--- src/rtl/output_display.sv ---
// ----------------------------------------------------------------------------
// output_display
//
// Output-register stage that sits downstream of the CPU bus. The bus value is
// captured when the output-in line is asserted on a rising edge of the CPU
// clock. The captured value is converted to decimal by a sequential
// double-dabble engine, either as an unsigned value or as two's complement.
// The result drives a 4-digit multiplexed 7-segment display showing the sign,
// hundreds, tens and ones digits.
//
// The block runs entirely on the fast system clock. cpuClk is not used as a
// clock here: it is sampled as data and its rising edges are detected.
//
// Ports:
//   clk          fast system clock, all state updates on the rising edge
//   rst          asynchronous active-high reset
//   cpuClk       gated CPU clock, synchronous to clk, sampled for rising edges
//   oi           output-in control line
//   data[7:0]    CPU bus
//   signed_mode  1 = show the captured value as two's complement
//   value[7:0]   captured output register
//   busy         decimal conversion in progress
//   seg[6:0]     segments {g,f,e,d,c,b,a}, active-high
//   digit_sel    one-hot digit enable: bit0 ones, bit1 tens, bit2 hundreds,
//                bit3 sign
//
// Conversion handshake: busy rises on the cycle after a capture and falls on
// the first cycle in which the new digits are on the display. A capture while
// busy restarts the conversion; only the latest capture is ever displayed.
// ----------------------------------------------------------------------------
module output_display #(
    parameter int REFRESH_DIV = 1024
) (
    input  logic       clk,
    input  logic       rst,
    input  logic       cpuClk,
    input  logic       oi,
    input  logic [7:0] data,
    input  logic       signed_mode,
    output logic [7:0] value,
    output logic       busy,
    output logic [6:0] seg,
    output logic [3:0] digit_sel
);

    localparam int CW = (REFRESH_DIV > 2) ? $clog2(REFRESH_DIV) : 1;
    localparam logic [CW-1:0] REFRESH_LAST = CW'(REFRESH_DIV - 1);

    typedef enum logic [1:0] {
        S_IDLE  = 2'd0,
        S_SHIFT = 2'd1,
        S_DONE  = 2'd2
    } state_t;

    // ------------------------------------------------------------------
    // Registers
    // ------------------------------------------------------------------
    logic          r_cpu_clk_q;
    logic [7:0]    r_value;
    state_t        r_state;
    logic          r_busy;
    logic [7:0]    r_mag;
    logic [11:0]   r_bcd;
    logic [2:0]    r_shift_cnt;
    logic          r_neg_pend;
    logic [3:0]    r_hun;
    logic [3:0]    r_ten;
    logic [3:0]    r_one;
    logic          r_neg;
    logic [CW-1:0] r_refresh_cnt;
    logic [1:0]    r_digit_idx;

    // ------------------------------------------------------------------
    // Combinational helpers
    // ------------------------------------------------------------------
    logic        w_rise;
    logic        w_capture;
    logic        w_neg;
    logic [7:0]  w_mag;
    logic [11:0] w_bcd_adj;
    logic [19:0] w_shifted;

    assign w_rise    = cpuClk & ~r_cpu_clk_q;
    assign w_capture = w_rise & oi;

    // Negative two's-complement values are converted as their magnitude.
    // 8'h80 negates to itself, which read as unsigned is the required 128.
    assign w_neg = signed_mode & data[7];
    assign w_mag = w_neg ? (~data + 8'd1) : data;

    // Double-dabble step: every BCD nibble >= 5 gets +3 before the shift.
    always_comb begin
        w_bcd_adj = r_bcd;
        for (int i = 0; i < 3; i++) begin
            if (r_bcd[i*4 +: 4] >= 4'd5) begin
                w_bcd_adj[i*4 +: 4] = r_bcd[i*4 +: 4] + 4'd3;
            end
        end
    end

    assign w_shifted = {w_bcd_adj, r_mag} << 1;

    // ------------------------------------------------------------------
    // Capture and conversion FSM
    // ------------------------------------------------------------------
    always_ff @(posedge clk or posedge rst) begin
        if (rst) begin
            r_cpu_clk_q <= 1'b0;
            r_value     <= 8'd0;
            r_state     <= S_IDLE;
            r_busy      <= 1'b0;
            r_mag       <= 8'd0;
            r_bcd       <= 12'd0;
            r_shift_cnt <= 3'd0;
            r_neg_pend  <= 1'b0;
            r_hun       <= 4'd0;
            r_ten       <= 4'd0;
            r_one       <= 4'd0;
            r_neg       <= 1'b0;
        end else begin
            r_cpu_clk_q <= cpuClk;
            // A capture always wins, including over a conversion in flight:
            // the engine restarts and the aborted result is dropped.
            if (w_capture) begin
                r_value     <= data;
                r_mag       <= w_mag;
                r_neg_pend  <= w_neg;
                r_bcd       <= 12'd0;
                r_shift_cnt <= 3'd0;
                r_busy      <= 1'b1;
                r_state     <= S_SHIFT;
            end else begin
                case (r_state)
                    S_SHIFT: begin
                        r_bcd       <= w_shifted[19:8];
                        r_mag       <= w_shifted[7:0];
                        r_shift_cnt <= r_shift_cnt + 3'd1;
                        if (r_shift_cnt == 3'd7) begin
                            r_state <= S_DONE;
                        end
                    end
                    S_DONE: begin
                        r_hun   <= r_bcd[11:8];
                        r_ten   <= r_bcd[7:4];
                        r_one   <= r_bcd[3:0];
                        r_neg   <= r_neg_pend;
                        r_busy  <= 1'b0;
                        r_state <= S_IDLE;
                    end
                    default: begin
                        r_busy  <= 1'b0;
                        r_state <= S_IDLE;
                    end
                endcase
            end
        end
    end

    // ------------------------------------------------------------------
    // Display refresh: free-running, independent of the conversion FSM
    // ------------------------------------------------------------------
    always_ff @(posedge clk or posedge rst) begin
        if (rst) begin
            r_refresh_cnt <= '0;
            r_digit_idx   <= 2'd0;
        end else begin
            if (r_refresh_cnt == REFRESH_LAST) begin
                r_refresh_cnt <= '0;
                r_digit_idx   <= r_digit_idx + 2'd1;
            end else begin
                r_refresh_cnt <= r_refresh_cnt + 1'b1;
            end
        end
    end

    // ------------------------------------------------------------------
    // Segment encoding
    // ------------------------------------------------------------------
    function automatic logic [6:0] seg7(input logic [3:0] d);
        case (d)
            4'd0:    seg7 = 7'h3F;
            4'd1:    seg7 = 7'h06;
            4'd2:    seg7 = 7'h5B;
            4'd3:    seg7 = 7'h4F;
            4'd4:    seg7 = 7'h66;
            4'd5:    seg7 = 7'h6D;
            4'd6:    seg7 = 7'h7D;
            4'd7:    seg7 = 7'h07;
            4'd8:    seg7 = 7'h7F;
            4'd9:    seg7 = 7'h6F;
            default: seg7 = 7'h00;
        endcase
    endfunction

    // Leading zeros are blanked; the ones digit is always lit.
    always_comb begin
        seg = 7'h00;
        case (r_digit_idx)
            2'd0: seg = seg7(r_one);
            2'd1: seg = (r_hun == 4'd0 && r_ten == 4'd0) ? 7'h00 : seg7(r_ten);
            2'd2: seg = (r_hun == 4'd0) ? 7'h00 : seg7(r_hun);
            2'd3: seg = r_neg ? 7'h40 : 7'h00;
            default: seg = 7'h00;
        endcase
    end

    assign digit_sel = 4'b0001 << r_digit_idx;
    assign value     = r_value;
    assign busy      = r_busy;

endmodule
--- config.mk ---
export PLATFORM = sky130hd
export DESIGN_NAME = output_display
export DESIGN_NICKNAME = d
export VERILOG_FILES = /design/src/rtl/output_display.sv
export SDC_FILE = /design/constraint.sdc
export NUM_CORES = 1
export LEC_CHECK = 0
export CAP_MARGIN = 20
export CORE_ASPECT_RATIO = 1.4
export CORE_MARGIN = 2
export CORE_UTILIZATION = 41
export CTS_BUF_LIST = sky130_fd_sc_hd__clkbuf_2
export DETAILED_ROUTE_END_ITERATION = 7
export PLACE_DENSITY = 0.62
export SETUP_SLACK_MARGIN = 0.2
export SLEW_MARGIN = 25
export SYNTH_ARGS = -nofsm -noshare
export SYNTH_HDL_FRONTEND = slang
export SYNTH_SLANG_ARGS = --single-unit
--- constraint.sdc ---
create_clock -name clk -period 2.5 [get_ports clk]
set_input_delay 0.5 -clock clk [delete_from_list [all_inputs] [get_ports clk]]
set_output_delay 0.5 -clock clk [all_outputs]
set_load 0.005 [all_outputs]
==> impl_metrics.py, run 1 <==
metrics = {
    "sta": {
        "skew_ns": 0.0179,
        "tightest_slew_ns": 0.683,
        "timing.fmax_mhz": 350,
        "hold_ws_ns": 0.304,
        "worst_slew_margin_rel": 0.545,
        "timing.final.crit_share": 1.14,
        "setup_ws_ns": -0.354,
        "drv_slew": 0,
        "setup_viol_count_final": 7,
        "fin_crit_ns": 2.85,
        "grt_setup_unrepaired": "yes",
        "hold_viol": 0,
    },
    "route": {
        "wl_um": 7110,
        "avgRoutedWirePerCell_um": 12.9,
        "drc_errors": 0,
        "vias": 2779,
        "drt_iter0_drc": 130,
        "dr.pass1.iters": 4,
        "ant_nets": 0,
        "vias_per_cell": 5.05,
    },
    "global_route": {
        "met1_usage": 0.206,
        "track_usage": 0.169,
        "antenna_found_initial": 0,
        "grtUsageMet3": 0.0411,
        "grt_pass1_vias": 2806,
        "globalRouteMet2Util": 0.284,
        "grt-ovfl-total": 0,
        "grt-busiest-layer": "met2",
        "grt_max_degree": 42,
        "grt_pass1_wl_um": 12500,
    },
    "cts": {
        "clk_latency_ns": 0.49,
        "clkTransAtPathRegs_ns": 0.18,
        "cts.sinks": 61,
        "clockBufferDepth": 2,
        "root_buffer": "clkbuf_2",
        "h-tree-depth": 3,
        "cts_buffers": 9,
        "tritoncts": "built",
        "hold_buffers": 0,
    },
    "status": {
        "violations": "setup timing",
        "status": "complete, but fails checks",
    },
    "synth": {
        "syn_inst": 383,
        "ys.flop_type": "dfrtp_1",
        "synth-edff-count": 0,
        "syn_nets": 426,
        "synth.distinct_cells": 40,
        "netlist.area_leader.share": 0.434,
        "synth_common_cells": "nand2_1 (69), dfrtp_1 (61), a21oi_1 (32), ha_1 (30), o21ai_0 (28)",
        "synth_most_common_cell": "nand2_1",
        "async_flop_share": 1.00,
        "yosysTopAreaCell": "dfrtp_1",
        "yosysSeqAreaShare": 0.434,
        "synth.area.top_cells": "dfrtp_1 (43%), ha_1 (11%), nand2_1 (7.4%)",
        "yosys_register_bits": 61,
        "syn_area_sq_mm": 0.00352,
        "synth_area_per_cell_sq_um": 9.19,
        "synth_warnings": 0,
    },
    "placed_design": {
        "hpwl_um": 5200,
        "io_buffer_count": 32,
        "gp_congestion": 0.747,
        "place_ws_ns": -0.205,
    },
    "flow_run": {
        "maxCapViolCount": 0,
    },
    "setup_path": {
        "start_kind": "register",
        "rr_worst_depth": 4,
        "crit_path_end_kind": "output pin",
        "arrival_ns": 2.35,
        "cp.required_ns": 2.00,
        "crit_fanout": 2,
        "rrSetupSlack_ns": 0.79,
        "crit_type": "reg -> out",
    },
    "pwr": {
        "ir_drop_mv": 0.437,
        "p_total_w": 0.00400,
        "power.density_mw_per_mm2": 921,
        "p_leak_nw": 2.02,
    },
    "floorplanning": {
        "num_rows": 40,
        "start_util": 0.416,
        "ioPinCount": 33,
        "die_h_um": 114,
        "chipWidth_um": 82.3,
        "die-area_sq_mm": 0.00935,
        "core_area_sq_mm": 0.00846,
    },
    "layout": {
        "areaGrowthSynthToFinish_pct": 23.2,
        "drive_gt1_frac": 0.191,
        "nNetsFinal": 483,
        "diodes": 0,
        "final_util": 0.513,
    },
    "min_path": {
        "hold_path_class": "in -> async",
    },
}
layer usage:
metal,wire [um],vias to the layer above
met3,214,11
li1,-,1411
met2,3620,50
met1,3160,1307
met5,0,-
met4,125,0
critical path, cell delays in order (launching register included):
cell and delay, ns:
dfrtp_1 0.42, inv_2 0.08, ha_4 0.12, or4b_4 0.47
mux2_4 0.30, a221oi_4 0.28, a31oi_1 0.06, buf_2 0.13
power by group:
| part | internal [W] | total [W] | switching [W] | leakage, nW |
|---|---|---|---|---|
| clock | 0.000223 | 0.000594 | 0.000371 | 0.0613 |
| sequential | 0.00125 | 0.00147 | 0.000214 | 0.788 |
| combinational | 0.000963 | 0.00194 | 0.000973 | 1.17 |
metrics by stage:
stage | instances | setup TNS [ns] | cell area, sq um
after global routing | 550 | -3.14 | 4340
final | 550 | -2.10 | 4340
after CTS | 548 | -2.47 | 4290
after global placement | 527 | -0.465 | 4100
after detailed placement | 527 | -0.772 | 4100
after floorplan | 383 | 0 | 3520
area by class of cell:
type,count,area (sq um)
clock buffers,9,45.0
clock inverters,7,66.3
fillers,773,4120
inverters,20,75.1
well taps,105,131
multi-input cells,286,1960
repair buffers,62,537
flip-flops and latches,61,1530
sequential cells by signal, summed over array words and instances, names as in the netlist, 2 cells and up:
signal / cells
r_shift_cnt: 3
r_refresh_cnt: 10
r_mag: 8
r_hun: 4
r_ten: 4
r_state: 2
r_one: 4
value: 8
r_bcd: 12
r_digit_idx: 2
cell usage in the layout, fill, tap and decap left out, types with 6 or more instances in the layout:
cell             Yosys  final
xor2_1               6      6
nor2b_1              8      8
clkdlybuf4s50_1      0     21
nor2_1              14     14
nand2_1             69     69
ha_1                30     26
a21oi_1             32     30
buf_4                0     26
nand3_1             12     12
clkbuf_2             0      9
inv_1               20     15
o21ai_0             28     27
and3_1               7      7
buf_2                1      7
mux2_2              13     12
dfrtp_1             61     61
nand2b_1            16     16
xnor2_1             13     13
logic make-up (layout without fill, tap and decap cells):
| family | after synthesis | after routing | share of synthesized area |
|---|---|---|---|
| AO/OA/AOI/OAI | 84 | 84 | 0.142 |
| buffers and inverters | 36 | 98 | 0.0387 |
| AND/OR/NAND/NOR | 140 | 140 | 0.190 |
| multiplexers | 13 | 13 | 0.0416 |
| adder cells (fa/ha/maj) | 30 | 30 | 0.107 |
| XOR/XNOR | 19 | 19 | 0.0473 |
| flip-flops | 61 | 61 | 0.434 |
path summary, 6_finish.rpt:
check                              endpoint              from
setup / recovery                     seg[4]          r_hun[0]
hold / removal             r_refresh_cnt[0]               rst
setup reg to reg             r_digit_idx[1]  r_refresh_cnt[2]
hold reg to reg            r_refresh_cnt[0]  r_refresh_cnt[0]
max in group asynchronous          r_ten[1]               rst
min in group clk           r_refresh_cnt[0]  r_refresh_cnt[0]
repair_timing:
item                       CTS  global route
pin swaps                    8             1
gates resized for setup     50             6
gates cloned                 0             0
setup endpoints to repair   10             9
setup buffers                5             2
Note: power is estimated with default switching activity, not from simulation.
==> run 2: changes to the inputs <==
--- a/config.mk
+++ b/config.mk
@@ -12,6 +12,7 @@
 export CTS_BUF_LIST = sky130_fd_sc_hd__clkbuf_2
 export DETAILED_ROUTE_END_ITERATION = 7
 export PLACE_DENSITY = 0.62
+export RECOVER_POWER = 25
 export SETUP_SLACK_MARGIN = 0.2
 export SLEW_MARGIN = 25
 export SYNTH_ARGS = -nofsm -noshare
==> impl_metrics.py, run 2 (same netlist as run 1, synthesis figures left out) <==
metrics = {
    "global_route": {
        "grt_max_degree": 42,
        "grt_pass1_wl_um": 12500,
        "grt-ovfl-total": 0,
        "track_usage": 0.169,
        "antenna_found_initial": 0,
        "grt_pass1_vias": 2806,
    },
    "pwr": {
        "power.density_mw_per_mm2": 924,
        "power_frac_seq": 0.367,
        "ir_drop_mv": 0.437,
        "internal_power_w": 0.00243,
        "p_clk_frac": 0.149,
        "p_leak_nw": 2.01,
        "p_comb_frac": 0.484,
        "sw_frac_of_total": 0.391,
        "p_sw_w": 0.00156,
    },
    "route": {
        "vias_per_cell": 5.03,
        "wl_um": 7120,
        "drc_errors": 0,
        "vias": 2769,
        "drt_iter0_drc": 129,
        "dr.pass1.iters": 4,
        "avgRoutedWirePerCell_um": 12.9,
        "ant_nets": 0,
    },
    "layout": {
        "largest_register": "r_bcd",
        "largest_reg_flops": 12,
        "reg_top3": "r_bcd x12, r_refresh_cnt x10",
        "drive_gt1_frac": 0.189,
        "fillers": 775,
        "finalNonFillerCells": 550,
        "nNetsFinal": 483,
        "diodes": 0,
        "final_common_cell": "nand2_1",
        "final_cell_mix": "nand2_1 (69), dfrtp_1 (61), a21oi_1 (30)",
        "areaGrowthSynthToFinish_pct": 22.8,
    },
    "setup_path": {
        "path_cells": "inv_2 > ha_4 > or4b_4 > mux2_4 > a221oi_4 > a31oi_1 > buf_2",
        "critPathMaxStageDelay_ns": 0.47,
        "cp.required_ns": 2.00,
        "crit_type": "reg -> out",
        "arrival_ns": 2.36,
        "start_kind": "register",
        "crit_path_end_kind": "output pin",
        "cp_slowest_cell": "or4b_4",
        "crit_fanout": 2,
    },
    "floorplanning": {
        "num_rows": 40,
        "die_h_um": 114,
        "chipWidth_um": 82.3,
        "start_util": 0.416,
        "die-area_sq_mm": 0.00935,
        "core_area_sq_mm": 0.00846,
        "ioPinCount": 33,
    },
    "sta": {
        "tightest_slew_ns": 1.02,
        "timing.fmax_mhz": 350,
        "finalSetupTns_ns": -2.13,
        "hold_ws_ns": 0.473,
        "hold_viol": 0,
        "drv_slew": 0,
        "timing.final.crit_share": 1.14,
        "grt_setup_unrepaired": "yes",
        "worst_slew_margin_rel": 0.319,
        "setup_ws_ns": -0.359,
        "setup_viol_count_final": 7,
        "fin_crit_ns": 2.86,
        "skew_ns": 0.0193,
    },
    "placed_design": {
        "place_ws_ns": -0.205,
        "gp_congestion": 0.747,
        "dpl.cell_count": 527,
        "io_buffer_count": 32,
        "hpwl_um": 5200,
    },
    "cts": {
        "clockBufferDepth": 2,
        "root_buffer": "clkbuf_2",
        "cts.sinks": 61,
        "h-tree-depth": 3,
        "tritoncts": "built",
        "hold_buffers": 0,
        "clkTransAtPathRegs_ns": 0.18,
        "clk_latency_ns": 0.49,
        "cts_buffers": 9,
    },
    "flow_run": {
        "maxCapViolCount": 0,
    },
    "min_path": {
        "hold_path_class": "reg -> reg",
    },
    "status": {
        "violations": "setup timing",
        "status": "complete, but fails checks",
    },
}
## run 2: cell types whose count changed in the layout (fill, tap and decap cells not counted)
cell / change
buf_12: -1
inv_1: +1
clkbuf_2: +1
clkdlybuf4s50_1: -2
dlygate4sd3_1: +2
inv_2: -1
## run 2: cell type report
type / instances / area (sq um) / area share
tap: 105 / 131 / 0.0304
clock buffer: 9 / 45.0 / 0.0104
multi-input combinational: 286 / 1960 / 0.453
inverter: 20 / 75.1 / 0.0174
clock inverter: 7 / 66.3 / 0.0153
sequential: 61 / 1530 / 0.353
timing repair buffer: 62 / 522 / 0.121
## run 2: per-layer routing
metal / track usage / wire (um)
met1: 0.206 / 3170
met2: 0.284 / 3590
met3: 0.0411 / 214
met4: 0.0622 / 145
met5: 0 / 0
## run 2: path summary, 6_finish.rpt
path	start	end	slack [ns]	cells after the start
max in group asynchronous	rst	r_ten[1]	0.48	3
min in group asynchronous	rst	r_refresh_cnt[6]	0.54	2
hold / removal	r_refresh_cnt[0]	r_refresh_cnt[0]	0.47	1
setup / recovery	r_hun[0]	seg[4]	-0.36	7
hold reg to reg	r_refresh_cnt[0]	r_refresh_cnt[0]	0.47	1
setup reg to reg	r_refresh_cnt[2]	r_digit_idx[1]	0.80	4
## run 2: power by group through the flow
stage | clock [W] | combinational (W) | sequential [W]
floorplan | 0 | 0.00129 | 0.00143
global placement | 0 | 0.00190 | 0.00147
detailed placement | 0 | 0.00193 | 0.00149
CTS | 0.000612 | 0.00193 | 0.00147
global route | 0.000666 | 0.00219 | 0.00151
finish | 0.000595 | 0.00193 | 0.00147
## run 2: timing repair
action                     4_1_cts  5_1_grt
resized for setup               50        6
cloned                           0        0
buffers inserted                 5        2
setup endpoints to repair       10        9
pin swaps                        8        1
## run 2: per-stage QoR
step / total power (W) / instance area, sq um / utilization
6_report: 0.00399 / 4320 / 0.511
5_1_grt: 0.00437 / 4320 / 0.511
4_1_cts: 0.00401 / 4290 / 0.508
3_5_place_dp: 0.00342 / 4100 / 0.484
3_3_place_gp: 0.00337 / 4100 / 0.484
2_1_floorplan: 0.00272 / 3520 / -
## run 2: critical path, delay by kind of cell, from the launching register on
family	cells	cell delay [ns]
AOI/OAI and AO/OA	2	0.34
adders and majority gates	1	0.12
buffers and inverters	2	0.21
DFF	1	0.43
muxes	1	0.30
and+or+nand+nor	1	0.47
